--- config.mk ---
export PLATFORM = sky130hd
export DESIGN_NAME = dcache_ctrl_nb_flat
export DESIGN_NICKNAME = d
export VERILOG_FILES = /design/src/rtl/dcache_ctrl_nb_if.sv /design/src/rtl/dcache_ctrl_nb.sv /design/src/flat_wrapper.sv
export SDC_FILE = /design/constraint.sdc
export NUM_CORES = 1
export LEC_CHECK = 0
export BUFFER_PORTS_ARGS = -buffer_cell sky130_fd_sc_hd__buf_4
export CORE_MARGIN = 8
export CORE_UTILIZATION = 51
export DETAILED_ROUTE_END_ITERATION = 12
export PLACE_DENSITY = 0.85
export SLEW_MARGIN = 10
export SYNTH_ARGS = -nofsm -noshare
export SYNTH_HDL_FRONTEND = slang
export SYNTH_SLANG_ARGS = --single-unit
--- constraint.sdc ---
create_clock -name Clk -period 2.2 [get_ports Clk]
set_clock_uncertainty 0.05 [all_clocks]
set_input_delay 0.33 -clock Clk [delete_from_list [all_inputs] [get_ports Clk]]
set_output_delay 0.33 -clock Clk [all_outputs]
set_load 0.05 [all_outputs]
--- src/rtl/dcache_ctrl_nb_if.sv ---
// Pipeline / cache-array / fill / evict / store-buffer signal bundle for dcache_ctrl_nb.
// Latency: none, wires only.
// Backpressure: Stall towards the pipeline, WT_Full from the store buffer.
// Ports: slave = cache controller side, master = pipeline / array / engine side.
interface dcache_ctrl_nb_if #(
  parameter int ADDR_W = 32
);
  logic              En;
  logic              RW;
  logic [ADDR_W-1:0] WordAddress;
  logic              Stall;
  logic              C_Miss;
  logic              C_Dirty;
  logic              R_Enable;
  logic              W_Enable;
  logic              WriteType;
  logic              Merge;
  logic              FromLineBuffer;
  logic              CrtWord;
  logic [ADDR_W-1:0] MissAddress;
  logic              LB_Enable;
  logic              LW_Enable;
  logic              LB_WordValid;
  logic              LB_Completed;
  logic              LW_Completed;
  logic              WT_Enable;
  logic              WT_Full;

  modport slave (
    input  En, RW, WordAddress, C_Miss, C_Dirty,
    input  LB_WordValid, LB_Completed, LW_Completed, WT_Full,
    output Stall, R_Enable, W_Enable, WriteType, Merge, FromLineBuffer, CrtWord,
    output MissAddress, LB_Enable, LW_Enable, WT_Enable
  );

  modport master (
    output En, RW, WordAddress, C_Miss, C_Dirty,
    output LB_WordValid, LB_Completed, LW_Completed, WT_Full,
    input  Stall, R_Enable, W_Enable, WriteType, Merge, FromLineBuffer, CrtWord,
    input  MissAddress, LB_Enable, LW_Enable, WT_Enable
  );
endinterface

--- src/rtl/dcache_ctrl_nb.sv ---
// Non-blocking data-cache controller: one outstanding miss, critical-word-first restart, hit-under-miss.
// Latency: hits combinational; read miss released on first fill beat; write miss released one cycle after fill done.
// Backpressure: Stall on misses, unfilled same-line words, writes during a fill, and WT_Full in write-through mode.
// Ports: Clk, Rst_n (async, active low); bus = dcache_ctrl_nb_if.slave carrying pipeline, array, LB, LW and WT signals.
module dcache_ctrl_nb #(
  parameter int ADDR_W     = 32,
  parameter int LINE_WORDS = 8,
  parameter bit WRITE_BACK = 1'b1
) (
  input logic             Clk,
  input logic             Rst_n,
  dcache_ctrl_nb_if.slave bus
);
  localparam int OFF_W = $clog2(LINE_WORDS);
  localparam int CNT_W = OFF_W + 1;
  localparam logic [CNT_W-1:0] BEATS = CNT_W'(LINE_WORDS);

  typedef enum logic [2:0] {IDLE, EVICT_FILL, FILL, EARLY, INSTALL, MERGE} state_e;

  state_e                state_q, state_d;
  logic [LINE_WORDS-1:0] mask_q, mask_d;
  logic [CNT_W-1:0]      cnt_q, cnt_d;
  logic [ADDR_W-1:0]     miss_addr_q, miss_addr_d;
  logic                  is_write_q, is_write_d;
  logic                  evict_q, evict_d;
  logic                  lb_done_q, lb_done_d;
  logic                  lw_done_q, lw_done_d;

  logic [OFF_W-1:0] req_off, crit_off, beat_off;
  logic             same_line, filling, beat_ok, first_beat, fill_done;
  logic             stall, r_en, w_en, wt_en, crt_word, from_lb;

  assign req_off   = bus.WordAddress[OFF_W+1:2];
  assign crit_off  = miss_addr_q[OFF_W+1:2];
  assign same_line = (bus.WordAddress[ADDR_W-1:OFF_W+2] == miss_addr_q[ADDR_W-1:OFF_W+2]);
  assign filling   = (state_q == EVICT_FILL) || (state_q == FILL) || (state_q == EARLY);
  // Beats past the line length are dropped; the sum wraps modulo LINE_WORDS.
  assign beat_ok    = filling && bus.LB_WordValid && (cnt_q != BEATS);
  assign first_beat = beat_ok && (cnt_q == '0);
  assign beat_off   = crit_off + cnt_q[OFF_W-1:0];
  // Completion flags are sticky, but a flag arriving this cycle counts too.
  assign fill_done  = (lb_done_q || bus.LB_Completed) &&
                      (!evict_q || lw_done_q || bus.LW_Completed);

  // Registered state decodes.
  assign bus.LB_Enable   = filling;
  assign bus.LW_Enable   = filling && evict_q;
  assign bus.WriteType   = (state_q == INSTALL) || (state_q == MERGE);
  assign bus.Merge       = (state_q == MERGE);
  assign bus.MissAddress = miss_addr_q;

  // Combinational decodes.
  assign bus.Stall          = stall;
  assign bus.R_Enable       = r_en;
  assign bus.W_Enable       = w_en;
  assign bus.WT_Enable      = wt_en;
  assign bus.CrtWord        = crt_word;
  assign bus.FromLineBuffer = from_lb;

  always_comb begin
    state_d     = state_q;
    mask_d      = mask_q;
    cnt_d       = cnt_q;
    miss_addr_d = miss_addr_q;
    is_write_d  = is_write_q;
    evict_d     = evict_q;
    lb_done_d   = lb_done_q || (filling && bus.LB_Completed);
    lw_done_d   = lw_done_q || (filling && bus.LW_Completed);
    stall       = 1'b0;
    r_en        = 1'b0;
    w_en        = 1'b0;
    wt_en       = 1'b0;
    crt_word    = 1'b0;
    from_lb     = 1'b0;

    // Mask is registered: a word landing now is forwardable next cycle.
    if (beat_ok) begin
      mask_d[beat_off] = 1'b1;
      cnt_d            = cnt_q + 1'b1;
    end

    case (state_q)
      IDLE: begin
        if (bus.En) begin
          if (!bus.C_Miss) begin
            if (!bus.RW) begin
              r_en = 1'b1;
            end else if (WRITE_BACK) begin
              w_en = 1'b1;
            end else if (bus.WT_Full) begin
              stall = 1'b1;
            end else begin
              w_en  = 1'b1;
              wt_en = 1'b1;
            end
          end else if (bus.RW && !WRITE_BACK) begin
            // No-write-allocate: the store goes straight to the store buffer.
            if (bus.WT_Full) stall = 1'b1;
            else             wt_en = 1'b1;
          end else begin
            stall       = 1'b1;
            miss_addr_d = bus.WordAddress;
            mask_d      = '0;
            cnt_d       = '0;
            is_write_d  = bus.RW;
            evict_d     = WRITE_BACK && bus.C_Dirty;
            lb_done_d   = 1'b0;
            lw_done_d   = 1'b0;
            state_d     = (WRITE_BACK && bus.C_Dirty) ? EVICT_FILL : FILL;
          end
        end
      end

      EVICT_FILL, FILL: begin
        stall = 1'b1;
        // Early restart: the critical word is handed over straight from the fill bus.
        if (first_beat && !is_write_q) begin
          crt_word = 1'b1;
          stall    = 1'b0;
          state_d  = EARLY;
        end
        if (fill_done) state_d = is_write_q ? MERGE : INSTALL;
      end

      EARLY: begin
        if (bus.En) begin
          if (bus.RW) begin
            stall = 1'b1;
          end else if (same_line) begin
            // The miss line is not in the arrays yet, so ignore C_Miss here.
            if (mask_q[req_off]) from_lb = 1'b1;
            else                 stall   = 1'b1;
          end else if (bus.C_Miss) begin
            stall = 1'b1;
          end else begin
            r_en = 1'b1;
          end
        end
        if (fill_done) state_d = is_write_q ? MERGE : INSTALL;
      end

      INSTALL: begin
        stall   = bus.En;
        state_d = IDLE;
      end

      MERGE: begin
        state_d = IDLE;
      end

      default: state_d = IDLE;
    endcase
  end

  always_ff @(posedge Clk or negedge Rst_n) begin
    if (!Rst_n) begin
      state_q     <= IDLE;
      mask_q      <= '0;
      cnt_q       <= '0;
      miss_addr_q <= '0;
      is_write_q  <= 1'b0;
      evict_q     <= 1'b0;
      lb_done_q   <= 1'b0;
      lw_done_q   <= 1'b0;
    end else begin
      state_q     <= state_d;
      mask_q      <= mask_d;
      cnt_q       <= cnt_d;
      miss_addr_q <= miss_addr_d;
      is_write_q  <= is_write_d;
      evict_q     <= evict_d;
      lb_done_q   <= lb_done_d;
      lw_done_q   <= lw_done_d;
    end
  end
endmodule

--- src/flat_wrapper.sv ---
// flat-port wrapper written by rule: the top's interface ports become plain ports
module dcache_ctrl_nb_flat 
#(
  parameter int ADDR_W     = 32,
  parameter int LINE_WORDS = 8,
  parameter bit WRITE_BACK = 1'b1
)
  (Clk, Rst_n, bus_En, bus_RW, bus_WordAddress, bus_C_Miss, bus_C_Dirty, bus_LB_WordValid, bus_LB_Completed, bus_LW_Completed, bus_WT_Full, bus_Stall, bus_R_Enable, bus_W_Enable, bus_WriteType, bus_Merge, bus_FromLineBuffer, bus_CrtWord, bus_MissAddress, bus_LB_Enable, bus_LW_Enable, bus_WT_Enable);
  dcache_ctrl_nb_if #(.ADDR_W(ADDR_W)) bus_i ();
  input logic Clk;
  input logic Rst_n;
  input wire logic [$bits(bus_i.En)-1:0] bus_En;
  input wire logic [$bits(bus_i.RW)-1:0] bus_RW;
  input wire logic [$bits(bus_i.WordAddress)-1:0] bus_WordAddress;
  input wire logic [$bits(bus_i.C_Miss)-1:0] bus_C_Miss;
  input wire logic [$bits(bus_i.C_Dirty)-1:0] bus_C_Dirty;
  input wire logic [$bits(bus_i.LB_WordValid)-1:0] bus_LB_WordValid;
  input wire logic [$bits(bus_i.LB_Completed)-1:0] bus_LB_Completed;
  input wire logic [$bits(bus_i.LW_Completed)-1:0] bus_LW_Completed;
  input wire logic [$bits(bus_i.WT_Full)-1:0] bus_WT_Full;
  output wire logic [$bits(bus_i.Stall)-1:0] bus_Stall;
  output wire logic [$bits(bus_i.R_Enable)-1:0] bus_R_Enable;
  output wire logic [$bits(bus_i.W_Enable)-1:0] bus_W_Enable;
  output wire logic [$bits(bus_i.WriteType)-1:0] bus_WriteType;
  output wire logic [$bits(bus_i.Merge)-1:0] bus_Merge;
  output wire logic [$bits(bus_i.FromLineBuffer)-1:0] bus_FromLineBuffer;
  output wire logic [$bits(bus_i.CrtWord)-1:0] bus_CrtWord;
  output wire logic [$bits(bus_i.MissAddress)-1:0] bus_MissAddress;
  output wire logic [$bits(bus_i.LB_Enable)-1:0] bus_LB_Enable;
  output wire logic [$bits(bus_i.LW_Enable)-1:0] bus_LW_Enable;
  output wire logic [$bits(bus_i.WT_Enable)-1:0] bus_WT_Enable;
  assign bus_i.En = bus_En;
  assign bus_i.RW = bus_RW;
  assign bus_i.WordAddress = bus_WordAddress;
  assign bus_i.C_Miss = bus_C_Miss;
  assign bus_i.C_Dirty = bus_C_Dirty;
  assign bus_i.LB_WordValid = bus_LB_WordValid;
  assign bus_i.LB_Completed = bus_LB_Completed;
  assign bus_i.LW_Completed = bus_LW_Completed;
  assign bus_i.WT_Full = bus_WT_Full;
  assign bus_Stall = bus_i.Stall;
  assign bus_R_Enable = bus_i.R_Enable;
  assign bus_W_Enable = bus_i.W_Enable;
  assign bus_WriteType = bus_i.WriteType;
  assign bus_Merge = bus_i.Merge;
  assign bus_FromLineBuffer = bus_i.FromLineBuffer;
  assign bus_CrtWord = bus_i.CrtWord;
  assign bus_MissAddress = bus_i.MissAddress;
  assign bus_LB_Enable = bus_i.LB_Enable;
  assign bus_LW_Enable = bus_i.LW_Enable;
  assign bus_WT_Enable = bus_i.WT_Enable;
  dcache_ctrl_nb #(.ADDR_W(ADDR_W), .LINE_WORDS(LINE_WORDS), .WRITE_BACK(WRITE_BACK)) u_core (.Clk(Clk), .Rst_n(Rst_n), .bus(bus_i));
endmodule
**Yosys cells after proc, flatten, opt, wreduce, memory -nomap -nowiden**

Index checks and enable logic that the tools add are counted.

- $add $sub $neg: 2
- $lt $le $gt $ge: 3
- Eq/ne operators: 11
- Multiplexer cells: 53
- Bitwise logic cells: 1
- Reduce and logical (&&, ||, !) cells: 24

Operators with widths:

| operator | number |
|---|---|
| $mux 1 | 34 |
| $mux 8 | 4 |
| $eq 27x27->1 | 1 |
| $mux 4 | 4 |
| $mux 3 | 5 |
| $logic_and 1x1->1 | 9 |
| $pmux 3 s3 | 1 |
| $logic_or 1x1->1 | 8 |
| $lt 3x4->1 const B | 2 |
| $or 8x8->8 | 1 |
| $eq 3x2->1 const B | 2 |
| $eq 3x3->1 const B | 2 |
| $add 4x1->4 const B | 1 |
| $logic_not 4->1 | 1 |
| $ne 2x2->1 const B | 2 |
| $ne 4x4->1 const B | 1 |
| $pmux 1 s4 | 1 |
| $reduce_and 4->1 | 1 |
| $add 3x3->3 | 1 |
| $bmux 1 s3 | 1 |
| $demux 1 s3 | 1 |
| $eq 3x1->1 const B | 1 |
| $ge 3x1->1 const B | 1 |
| $logic_not 3->1 | 1 |
| other kinds (7) | 8 |

- Flip-flop bits (word level): 51
- Bits of input ports: 42
- Output and inout port bits: 42
- Word-level logic and storage cells: 102

**Logic depth before layout (Yosys ltp)**

Gate-level depths: netlist of run 1.

- Depth in word-level cells: 10
- Gate-level depth with buffers: 8
- Gate-level depth less buffers: 8

**Worst setup path after synthesis of run 1**

OpenSTA, ideal clock, no wires.

- Path type: register to output
- Start point: register u_core.miss_addr_q[11] (netlist: u_core.bus.MissAddress[11])
- End point: output port bus_R_Enable
- Arrival time: 3.562 ns
- Required time: 1.820 ns
- Slack: -1.742 ns
- Stages on the path, launching flop included: 6
- Buffers on the path: 0
- Cells stage by stage: dfrtp_1 > xor2_1 > nor4_1 > nand4_1 > o21ai_0 > a2111oi_0

- Longest elaborated chain between the ends: 5

Ends and longest elaborated chain:

| what | line | RTL |
|---|---|---|
| from (decl) | dcache_ctrl_nb.sv:23 | `logic [ADDR_W-1:0] miss_addr_q, miss_addr_d;` |
| from (signal assigned) | dcache_ctrl_nb.sv:169 | `miss_addr_q <= miss_addr_d;` |
| $eq 27x27->1 | dcache_ctrl_nb.sv:35 | `assign same_line = (bus.WordAddress[ADDR_W-1:OFF_W+2] == miss_addr_q[ADDR_W-1:OFF_W+2]);` |
| $mux 1 | dcache_ctrl_nb.sv:129 | `end else if (same_line) begin` |
| $mux 1 | dcache_ctrl_nb.sv:127 | `if (bus.RW) begin` |
| $mux 1 | dcache_ctrl_nb.sv:126 | `if (bus.En) begin` |
| $pmux 1 s2 | dcache_ctrl_nb.sv:82 | `case (state_q)` |
| to (decl) | flat_wrapper.sv:22 | `output wire logic [$bits(bus_i.R_Enable)-1:0] bus_R_Enable;` |

No other way between the ends.

**Final worst setup path of run 1**

- Start point: register u_core.miss_addr_q[23] (netlist: u_core.bus.MissAddress[23])
- End point: output port bus_Stall

- Longest elaborated chain between the ends: 5

Ends and longest elaborated chain:

| what | line | RTL |
|---|---|---|
| $eq 27x27->1 | dcache_ctrl_nb.sv:35 |  |
| $mux 1 | dcache_ctrl_nb.sv:129 |  |
| $mux 1 | dcache_ctrl_nb.sv:127 |  |
| $mux 1 | dcache_ctrl_nb.sv:126 |  |
| $pmux 1 s4 | dcache_ctrl_nb.sv:82 |  |
| to (decl) | flat_wrapper.sv:21 | `output wire logic [$bits(bus_i.Stall)-1:0] bus_Stall;` |

No other way between the ends.

==> summary.json, run 1 <==
{
  "postLayoutSetupSlackWorst_ps": -338,
  "n_antenna_cell": 0,
  "ys_dominant_reg_cell": "sky130_fd_sc_hd__dfrtp_1",
  "layout-drive-gt1-share": 0.559,
  "final_core_util": 0.730,
  "detailedPlace.worstSlack_ps": -122,
  "number_of_design_rule_violations_left_by_the_first_detailed_router_iteration": 81,
  "run_status": "finished with violations",
  "period_needed_ps": 2540,
  "detail-route-antenna-nets": 0,
  "placement.cell_area_um2": 3480,
  "endpoint_kind": "primary output",
  "synth_sequential_area_ratio": 0.477,
  "floorplan.die_area_um2": 7820,
  "post_layout_cell_count": 403,
  "worst_pin_slew_ps": 654,
  "critPathMaxFanout": 2,
  "wl_mm": 6.79,
  "power.density_cell_area_nw_per_um2": 1660,
  "cts-root-to-sink-buffers": 2,
  "hold_ws_ps": -3.49,
  "place.gp.congestion": 0.800,
  "grt.overflow.total": 0,
  "cts_tree": "done",
  "initial_drt_pass_iterations": 4,
  "report.final.setup_viol": 3,
  "synth_area_per_cell_um2": 11.5,
  "relSlewSlack": 0.564,
  "rsz0062_at_grt": "true",
  "port_buffers": 81,
  "floorplan.die.height_um": 88.4,
  "synthArstFlopShare": 1.00,
  "worst-endpoint-required_ps": 1820,
  "timing.final.hold_violations": 5,
  "chipWidth_um": 88.4,
  "start_util": 0.527,
  "place.detailed.instances": 392,
  "max_freq_mhz": 394,
  "syn_inst": 233,
  "most_common_library_cell_in_the_layout_ignoring_fill_and_taps": "sky130_fd_sc_hd__buf_4",
  "clock_tree.root_cell": "sky130_fd_sc_hd__clkbuf_8",
  "clk_transition_reported_paths_ps": 90,
  "number_of_warnings_issued_by_yosys": 0,
  "synth-seq-cells": 51,
  "area.growth.synth_to_final_pct": 38.3,
  "synth-edff-count": 0,
  "worst_ir_drop_on_vdd_mv": 1.13,
  "failed_checks": "hold timing, setup timing",
  "first_global_vias": 2213,
  "grt_pass1_wl_mm": 10.6,
  "via_count": 2074,
  "finish.net_count": 378,
  "cts.sink_count": 51,
  "drc": 0,
  "antenna_found_initial": 0,
  "fp.coreArea_um2": 5070,
  "core.rowCount": 26,
  "top_library_cells_by_usage_in_the_layout_fill_and_taps_aside": "99 x sky130_fd_sc_hd__buf_4, 31 x sky130_fd_sc_hd__mux2_2, 27 x sky130_fd_sc_hd__xor2_1",
  "cts_inserted_buffers": 5,
  "min_period_over_period": 1.15,
  "gr-usage-all-layers": 0.174,
  "finish.instance_area_um2": 3700,
  "synth_cell_type_count": 43,
  "vias_per_cell": 5.15,
  "worst-endpoint-arrival_ps": 2160,
  "hpwlAfterDp_mm": 4.93,
  "critical_path_class": "flop to primary output",
  "floorplan.io_pins": 84,
  "cts-hold-fix-buffers": 0,
  "cp-start-kind": "flop",
  "netlist_area_um2": 2680,
  "worstSkewPairLatency_ps": 300,
  "maxCapViolCount": 0,
  "routed_wirelength_normalized_by_instance_count_um": 16.9,
  "worstHoldPathType": "input port to asynchronous set/reset pin",
  "synth_nets": 279,
  "maxSlewViolCount": 0,
  "grt_start_max_net_pins": 52,
  "static_power_due_to_leakage_uw": 0.00169,
  "cts_max_level": 2
}
==> kinds of logic after synthesis <==
logic type,count (synthesis),share of synthesized area
other,1,0.00140
XOR/XNOR,31,0.101
buffers and inverters,19,0.0477
AO/OA/AOI/OAI,29,0.0697
AND/OR/NAND/NOR,61,0.123
flip-flops,51,0.477
adder cells (fa/ha/maj),4,0.0215
multiplexers,37,0.158
==> flip-flops by register name, summed over array words and instances (netlist names) <==
register,cells
u_core.bus.MissAddress,32
u_core.lw_done_q,1
u_core.mask_q,8
u_core.is_write_q,1
u_core.evict_q,1
u_core.state_q,3
u_core.cnt_q,4
u_core.lb_done_q,1
==> layout make-up <==
type                    count  area [um2]
multi-input cells         163        1390
fillers                   375        1370
flip-flops and latches     51        1310
repair buffers            103         788
clock buffers               8         100
well taps                  70        87.6
inverters                   8        30.0
==> where the power goes <==
group	switching [uW]	internal, uW
Combinational	2290	1460
Sequential	392	1430
Clock	308	288
Total	2990	3170
==> cells in the mapped netlist (2+ instances only) <==
cell type                  number  area, um2
sky130_fd_sc_hd__o21ai_0        4       20.0
sky130_fd_sc_hd__mux2_1         2       22.5
sky130_fd_sc_hd__nand3_1        4       20.0
sky130_fd_sc_hd__buf_4          7       52.6
sky130_fd_sc_hd__nor3_1         4       20.0
sky130_fd_sc_hd__ha_1           3       37.5
sky130_fd_sc_hd__xor2_1        28        245
sky130_fd_sc_hd__inv_1          8       30.0
sky130_fd_sc_hd__and2_1         3       18.8
sky130_fd_sc_hd__a31oi_1        4       25.0
sky130_fd_sc_hd__buf_6          4       45.0
sky130_fd_sc_hd__mux2i_1        3       30.0
sky130_fd_sc_hd__nor2b_1        4       25.0
sky130_fd_sc_hd__xnor2_1        3       26.3
sky130_fd_sc_hd__dfrtp_1       51       1280
sky130_fd_sc_hd__nand2b_1       2       12.5
sky130_fd_sc_hd__nand4_1        2       12.5
sky130_fd_sc_hd__nor2_1        23       86.3
sky130_fd_sc_hd__nor4_1         6       37.5
sky130_fd_sc_hd__mux2_2        31        349
sky130_fd_sc_hd__nand2_1        5       18.8
sky130_fd_sc_hd__a21oi_1       11       55.1
==> layer usage <==
metal  vias up  global-route usage  share of wire
met2        46               0.313           0.54
met5         -                   0              0
li1       1005                   -              -
met4         0              0.0492          0.010
met1      1018               0.195           0.40
met3         5              0.0483          0.055
==> metrics by stage <==
stage | total power, uW | TNS [ps]
finish | 6160 | -816
global route | 6480 | -1080
CTS | 6100 | -752
detailed placement | 5420 | -331
global placement | 5320 | -364
floorplan | 4320 | -737
==> path summary, 6_finish.rpt <==
check / to / slack (ps) / cells after the start / from
max in group asynchronous: u_core.bus.MissAddress[17] / 1610 / 1 / Rst_n
min reg2reg: u_core.lw_done_q / 460 / 2 / u_core.lw_done_q
min in group Clk: u_core.state_q[1] / 180 / 2 / bus_C_Dirty
min: u_core.bus.MissAddress[14] / -3 / 1 / Rst_n
max reg2reg: u_core.mask_q[1] / 110 / 9 / u_core.cnt_q[0]
max: bus_Stall / -340 / 6 / u_core.bus.MissAddress[23]
==> worst max-delay path, cell delays in order, from the launching register on <==
cell and delay [ps]:
sky130_fd_sc_hd__dfrtp_2 440, sky130_fd_sc_hd__xor2_2 150, sky130_fd_sc_hd__nor4_2 350, sky130_fd_sc_hd__nand4_1 200, sky130_fd_sc_hd__or2_4 290, sky130_fd_sc_hd__o211ai_1 190, sky130_fd_sc_hd__buf_4 240
==> what timing repair did <==
item | CTS | global route
setup buffers | 3 | 1
pin swaps | 4 | 2
endpoints found under the setup margin | 4 | 9
gates resized for setup | 10 | 10
endpoints found under the hold margin | 0 | 0
Note: power is estimated with default switching activity, not from simulation.
==> run 2: changes to the inputs <==
CELL_PAD_IN_SITES_DETAIL_PLACEMENT = 1   (was not set)
CELL_PAD_IN_SITES_GLOBAL_PLACEMENT = 1   (was not set)
CORE_UTILIZATION = 39   (was 51)
PLACE_DENSITY = 0.84   (was 0.85)
==> summary.json, run 2 (same netlist as run 1, synthesis figures left out) <==
{
  "cts-root-to-sink-buffers": {"value": 2, "change": "unchanged"},
  "worst-endpoint-required": {"value": 1820, "unit": "ps", "change": "about the same"},
  "min_period_over_period": {"value": 1.17, "change": "+0.0197"},
  "rsz0062_at_grt": "true",
  "n_antenna_cell": {"value": 0, "change": "unchanged"},
  "switching_share": {"value": 0.488, "change": "+0.00226"},
  "fp.coreArea": {"value": 6720, "unit": "um2", "change": "+32%"},
  "worst-endpoint-arrival": {"value": 2200, "unit": "ps", "change": "+40 ps"},
  "critical-path-top-cell-by-count": "sky130_fd_sc_hd__buf_4",
  "area_used_by_sequential_logic_in_the_layout": {"value": 1310, "unit": "um2", "change": "unchanged"},
  "detailedPlace.worstSlack": {"value": -233, "unit": "ps", "change": "-110 ps"},
  "clk_transition_reported_paths": {"value": 90, "unit": "ps", "change": "about the same"},
  "worstSkewPairLatency": {"value": 290, "unit": "ps", "change": "about the same"},
  "hpwlAfterDp": {"value": 5.66, "unit": "mm", "change": "+15%"},
  "via_count": {"value": 2112, "change": "+1.8%"},
  "grt.overflow.total": {"value": 0, "change": "unchanged"},
  "r2r-end": "u_core.mask_q[1]",
  "most_common_library_cell_in_the_layout_ignoring_fill_and_taps": "sky130_fd_sc_hd__buf_4",
  "critical_path.slowest_cell": "sky130_fd_sc_hd__dfrtp_2",
  "postLayoutSetupSlackWorst": {"value": -382, "unit": "ps", "change": "-43.4 ps"},
  "total_switching_power": {"value": 3010, "unit": "uW", "change": "+0.69%"},
  "failed_checks": "setup timing",
  "sequential_power_share": {"value": 0.294, "change": "about the same"},
  "cts-hold-fix-buffers": {"value": 0, "change": "unchanged"},
  "place.gp.congestion": {"value": 0.845, "change": "+5.7%"},
  "finish.instance_area": {"value": 3710, "unit": "um2", "change": "+0.27%"},
  "ff2ff_path_depth": {"value": 9, "change": "unchanged"},
  "floorplan.io_pins": {"value": 84, "change": "unchanged"},
  "worst_r2r_startpoint": "u_core.cnt_q[0]",
  "grt_start_max_net_pins": {"value": 52, "change": "unchanged"},
  "worst_ir_drop_on_vdd": {"value": 0.786, "unit": "mV", "change": "-30%"},
  "clock_power_share": {"value": 0.090, "change": "-0.007"},
  "timing.final.hold_violations": {"value": 0, "change": "-5"},
  "cts_tree": "done",
  "critical_path.top_delay_family": "simple AND/OR/NAND/NOR gates",
  "antenna_found_initial": {"value": 0, "change": "unchanged"},
  "placement.cell_area": {"value": 3540, "unit": "um2", "change": "+1.7%"},
  "initial_drt_pass_iterations": {"value": 4, "change": "unchanged"},
  "endpoint_kind": "primary output",
  "cell_internal_pwr": {"value": 3160, "unit": "uW", "change": "-0.22%"},
  "report.final.setup_viol": {"value": 3, "change": "unchanged"},
  "gr-usage-all-layers": {"value": 0.156, "change": "-0.0184"},
  "timing.critical_path.cells": "xor2_2 > nor4_2 > buf_4 > nand4_1 > or2_1 > buf_4 > nor3_4 > buf_6",
  "top_library_cells_by_usage_in_the_layout_fill_and_taps_aside": "106 x sky130_fd_sc_hd__buf_4, 31 x sky130_fd_sc_hd__mux2_2, 27 x sky130_fd_sc_hd__xor2_1",
  "core.rowCount": {"value": 30, "change": "+15%"},
  "critPathMaxFanout": {"value": 2, "change": "unchanged"},
  "period_needed": {"value": 2580, "unit": "ps", "change": "+43.4 ps"},
  "largest_register_ffs": {"value": 32, "change": "unchanged"},
  "port_buffers": {"value": 81, "change": "unchanged"},
  "floorplan.die.height": {"value": 98.8, "unit": "um", "change": "+12%"},
  "static_power_due_to_leakage": {"value": 0.00170, "unit": "uW", "change": "+0.69%"},
  "clock_tree.root_cell": "sky130_fd_sc_hd__clkbuf_8",
  "cts_inserted_buffers": {"value": 5, "change": "unchanged"},
  "grt_pass1_wl": {"value": 12.5, "unit": "mm", "change": "+18%"},
  "area.growth.synth_to_final_pct": 38.7,
  "critical-path-max-stage-delay": {"value": 430, "unit": "ps", "change": "about the same"},
  "floorplan.die_area": {"value": 9770, "unit": "um2", "change": "+25%"},
  "layout-drive-gt1-share": {"value": 0.562, "change": "+0.00357"},
  "critical_path_class": "flop to primary output",
  "run_status": "finished with violations",
  "routed_wirelength_normalized_by_instance_count": {"value": 17.4, "unit": "um", "change": "+3.3%"},
  "cp.buffers_inverters": {"value": 3, "change": "+2"},
  "finish.net_count": {"value": 383, "change": "+1.3%"},
  "max_freq": {"value": 387, "unit": "MHz", "change": "-1.7%"},
  "power.density_cell_area": {"value": 1660, "unit": "nW/um2", "change": "about the same"},
  "number_of_design_rule_violations_left_by_the_first_detailed_router_iteration": {"value": 37, "change": "-54%"},
  "maxCapViolCount": {"value": 0, "change": "unchanged"},
  "total_power_consumption": {"value": 6170, "unit": "uW", "change": "+0.22%"},
  "cts.sink_count": {"value": 51, "change": "unchanged"},
  "multi_input_area": {"value": 1360, "unit": "um2", "change": "-1.7%"},
  "worstHoldPathType": "input port to asynchronous set/reset pin",
  "cp-start-kind": "flop",
  "fillers": {"value": 755, "change": "+100%"},
  "drc": {"value": 0, "change": "unchanged"},
  "start_util": {"value": 0.398, "change": "-0.129"},
  "setup.reg_to_reg.worst_slack": {"value": 160, "unit": "ps", "change": "+50 ps"},
  "detail-route-antenna-nets": {"value": 0, "change": "unchanged"},
  "relSlewSlack": {"value": 0.556, "change": "-0.00794"},
  "p_comb_frac": {"value": 0.616, "change": "+0.008"},
  "vias_per_cell": {"value": 5.05, "change": "-1.8%"},
  "hold_ws": {"value": 18.5, "unit": "ps", "change": "+22.0 ps"},
  "chipWidth": {"value": 98.8, "unit": "um", "change": "+12%"},
  "worst_pin_slew": {"value": 666, "unit": "ps", "change": "+11.9 ps"},
  "cts_max_level": {"value": 2, "change": "unchanged"},
  "wl": {"value": 7.28, "unit": "mm", "change": "+7.1%"},
  "maxSlewViolCount": {"value": 0, "change": "unchanged"},
  "first_global_vias": {"value": 2474, "change": "+12%"}
}
-- run 2: what timing repair did --
| item | in CTS | in global routing |
|---|---|---|
| setup endpoints to repair | 4 | 8 |
| resized for setup | 11 | 4 |
| setup buffers | 2 | 0 |
| endpoints found under the hold margin | 0 | 0 |
| pin swaps | 1 | 1 |
-- run 2: through the flow --
step                setup TNS [ps]  std cells  utilization
floorplan                     -737        233            -
global placement              -500        408        0.526
detailed placement            -579        408        0.526
CTS                          -1230        418        0.549
global route                 -1430        418        0.553
finish                       -1020        418        0.553
-- run 2: worst max-delay path by stage --
| stage | start | endpoint | cells after the start | slack, ps |
|---|---|---|---|---|
| global route | u_core.bus.MissAddress[26] | bus_Stall | 7 | -530 |
| detailed placement | bus_WordAddress[26] | bus_Stall | 8 | -230 |
| floorplan | u_core.bus.MissAddress[20] | bus_R_Enable | 5 | -380 |
| global placement | bus_WordAddress[23] | bus_Stall | 8 | -200 |
| CTS | u_core.bus.MissAddress[26] | bus_FromLineBuffer | 8 | -440 |
| finish | u_core.bus.MissAddress[26] | bus_FromLineBuffer | 8 | -380 |
-- run 2: area by class of cell --
type / count / area share
Clock buffer: 7 / 0.0233
Inverter: 8 / 0.00809
Clock inverter: 1 / 0.00135
Tap cell: 80 / 0.0270
Multi-Input combinational cell: 163 / 0.367
Timing Repair Buffer: 108 / 0.220
Sequential cell: 51 / 0.353
-- run 2: per-layer routing --
metal | routed length (um) | GRT usage | vias up
met3 | 370 | 0.0402 | 2
met5 | 0 | 0 | -
met4 | 37 | 0.0390 | 0
met1 | 3000 | 0.179 | 1049
met2 | 3870 | 0.278 | 49
li1 | - | - | 1012
-- run 2: power groups by stage --
stage               combinational, uW  sequential, uW  clock (uW)
floorplan                        1510            2820           0
global placement                 3640            1780           0
detailed placement               3740            1830           0
CTS                              3840            1820         577
global route                     4070            1890         611
finish                           3800            1820         555
==> run 3: changes to the inputs <==
CORE_UTILIZATION = 41   (was 39)
CTS_BUF_LIST = sky130_fd_sc_hd__clkbuf_4 sky130_fd_sc_hd__clkbuf_8   (was not set)
PLACE_DENSITY = 0.88   (was 0.84)
==> summary.json, run 3 (same netlist as run 1, synthesis figures left out) <==
{
  "detail-route-antenna-nets": {"value": 0, "change": "unchanged"},
  "maxCapViolCount": {"value": 0, "change": "unchanged"},
  "gr-usage-all-layers": {"value": 0.172, "change": "+0.0162"},
  "hpwlAfterDp": {"value": 5.71, "unit": "mm", "change": "+0.91%"},
  "routed_wirelength_normalized_by_instance_count": {"value": 19.8, "unit": "um", "change": "+13%"},
  "run_status": "finished with violations",
  "clock_tree.root_cell": "sky130_fd_sc_hd__clkbuf_8",
  "endpoint_kind": "primary output",
  "finish.net_count": {"value": 395, "change": "+3.1%"},
  "final_core_util": {"value": 0.616, "change": "+0.0636"},
  "detailedPlace.worstSlack": {"value": -167, "unit": "ps", "change": "+65.6 ps"},
  "fp.coreArea": {"value": 6350, "unit": "um2", "change": "-5.5%"},
  "chipWidth": {"value": 96.8, "unit": "um", "change": "-2.1%"},
  "failed_checks": "hold timing, setup timing",
  "floorplan.die.height": {"value": 96.8, "unit": "um", "change": "-2.1%"},
  "vias_per_cell": {"value": 5.26, "change": "+4.2%"},
  "critical_path_class": "flop to primary output",
  "maxSlewViolCount": {"value": 0, "change": "unchanged"},
  "power.density_cell_area": {"value": 1690, "unit": "nW/um2", "change": "+1.9%"},
  "clk_transition_reported_paths": {"value": 100, "unit": "ps", "change": "about the same"},
  "critPathMaxFanout": {"value": 2, "change": "unchanged"},
  "timing.final.hold_violations": {"value": 10, "change": "+10"},
  "floorplan.die_area": {"value": 9370, "unit": "um2", "change": "-4.1%"},
  "r2r-end": "u_core.state_q[1]",
  "drc": {"value": 0, "change": "unchanged"},
  "placement.cell_area": {"value": 3540, "unit": "um2", "change": "+0.18%"},
  "max_freq": {"value": 381, "unit": "MHz", "change": "-1.5%"},
  "largest_register_ffs": {"value": 32, "change": "unchanged"},
  "grt_start_max_net_pins": {"value": 52, "change": "unchanged"},
  "worst-endpoint-required": {"value": 1820, "unit": "ps", "change": "about the same"},
  "n_antenna_cell": {"value": 0, "change": "unchanged"},
  "wl": {"value": 8.44, "unit": "mm", "change": "+16%"},
  "finish.instance_area": {"value": 3910, "unit": "um2", "change": "+5.4%"},
  "cts_inserted_buffers": {"value": 5, "change": "unchanged"},
  "cts_tree": "done",
  "postLayoutSetupSlackWorst": {"value": -421, "unit": "ps", "change": "-39.7 ps"},
  "most_common_library_cell_in_the_layout_ignoring_fill_and_taps": "sky130_fd_sc_hd__buf_4",
  "cp-start-kind": "flop",
  "worst_r2r_startpoint": "u_core.cnt_q[0]",
  "worst_ir_drop_on_vdd": {"value": 0.873, "unit": "mV", "change": "+11%"},
  "worst_pin_slew": {"value": 659, "unit": "ps", "change": "-6.10 ps"},
  "cts.sink_count": {"value": 51, "change": "unchanged"},
  "fillers": {"value": 680, "change": "-9.9%"},
  "first_global_vias": {"value": 2580, "change": "+4.3%"},
  "floorplan.io_pins": {"value": 84, "change": "unchanged"},
  "total_power_consumption": {"value": 6630, "unit": "uW", "change": "+7.4%"},
  "relSlewSlack": {"value": 0.560, "change": "+0.00407"},
  "grt_pass1_wl": {"value": 13.4, "unit": "mm", "change": "+7.1%"},
  "min_period_over_period": {"value": 1.19, "change": "+0.0181"},
  "ff2ff_path_depth": {"value": 13, "change": "+4"},
  "initial_drt_pass_iterations": {"value": 4, "change": "unchanged"},
  "worstHoldPathType": "input port to asynchronous set/reset pin",
  "grt.overflow.total": {"value": 0, "change": "unchanged"},
  "via_count": {"value": 2248, "change": "+6.4%"},
  "period_needed": {"value": 2620, "unit": "ps", "change": "+39.7 ps"},
  "number_of_design_rule_violations_left_by_the_first_detailed_router_iteration": {"value": 55, "change": "+49%"},
  "cts_max_level": {"value": 2, "change": "unchanged"},
  "core.rowCount": {"value": 29, "change": "-3.3%"},
  "antenna_found_initial": {"value": 0, "change": "unchanged"},
  "hold_ws": {"value": -10.9, "unit": "ps", "change": "-29.4 ps"},
  "worstSkewPairLatency": {"value": 310, "unit": "ps", "change": "+20 ps"},
  "cts-hold-fix-buffers": {"value": 0, "change": "unchanged"},
  "worst-endpoint-arrival": {"value": 2240, "unit": "ps", "change": "+40 ps"},
  "report.final.setup_viol": {"value": 4, "change": "+1"},
  "rsz0062_at_grt": "true",
  "area.growth.synth_to_final_pct": 46.2,
  "port_buffers": {"value": 81, "change": "unchanged"},
  "place.gp.congestion": {"value": 0.833, "change": "-1.4%"},
  "start_util": {"value": 0.421, "change": "+0.0232"},
  "static_power_due_to_leakage": {"value": 0.00179, "unit": "uW", "change": "+5.3%"},
  "cts-root-to-sink-buffers": {"value": 2, "change": "unchanged"},
  "setup.reg_to_reg.worst_slack": {"value": 60, "unit": "ps", "change": "-100 ps"},
  "top_library_cells_by_usage_in_the_layout_fill_and_taps_aside": "113 x sky130_fd_sc_hd__buf_4, 31 x sky130_fd_sc_hd__mux2_2, 27 x sky130_fd_sc_hd__xor2_1, 27 x sky130_fd_sc_hd__dfrtp_2, 24 x sky130_fd_sc_hd__dfrtp_1",
  "layout-drive-gt1-share": {"value": 0.597, "change": "+0.0350"}
}
-- run 3: area by class of cell --
type	count	area [um2]	area share
multi-input combinational	163	1420	0.363
sequential	51	1310	0.335
timing repair buffer	120	953	0.244
clock buffer	8	104	0.0265
tap	77	96.3	0.0246
inverter	8	30.0	0.00768
-- run 3: worst max-delay path by stage --
stage	from	endpoint	slack, ps	depth (start not counted)
floorplan	u_core.bus.MissAddress[20]	bus_R_Enable	-380	5
global placement	bus_WordAddress[23]	bus_Stall	-200	8
detailed placement	bus_WordAddress[23]	bus_Stall	-170	8
CTS	u_core.bus.MissAddress[11]	bus_Stall	-430	7
global route	u_core.bus.MissAddress[11]	bus_Stall	-530	7
finish	u_core.bus.MissAddress[9]	bus_Stall	-420	7
-- run 3: power by group --
part	leakage, uW	switching [uW]	internal [uW]
Combinational	0.00114	2490	1690
Sequential	0.000598	399	1430
Clock	0.0000549	318	300
Total	0.00179	3210	3420
-- run 3: worst max-delay path, stage by stage (launching register included) --
cell and delay, ps:
sky130_fd_sc_hd__dfrtp_2 440, sky130_fd_sc_hd__xor2_2 180, sky130_fd_sc_hd__nor4_2 240, sky130_fd_sc_hd__buf_4 150
sky130_fd_sc_hd__nand4_1 140, sky130_fd_sc_hd__or2_4 290, sky130_fd_sc_hd__o211ai_1 240, sky130_fd_sc_hd__buf_4 250
-- run 3: what timing repair did --
item | CTS | global route
pin swaps | 9 | 10
setup buffers | 13 | 4
resized for setup | 17 | 10
endpoints found under the setup margin | 4 | 10
-- run 3: metal layers --
metal  GRT usage  part of all wire  up-vias
li1            -                 -     1037
met1       0.182              0.38     1140
met2       0.321              0.56       61
met3      0.0462             0.054       10
met4      0.0533             0.013        0
met5           0                 0        -
-- run 3: per-stage QoR --
step	instances	setup TNS, ps
6_report	427	-1080
5_1_grt	427	-1450
4_1_cts	424	-985
3_5_place_dp	403	-443
3_3_place_gp	403	-497
2_1_floorplan	233	-737
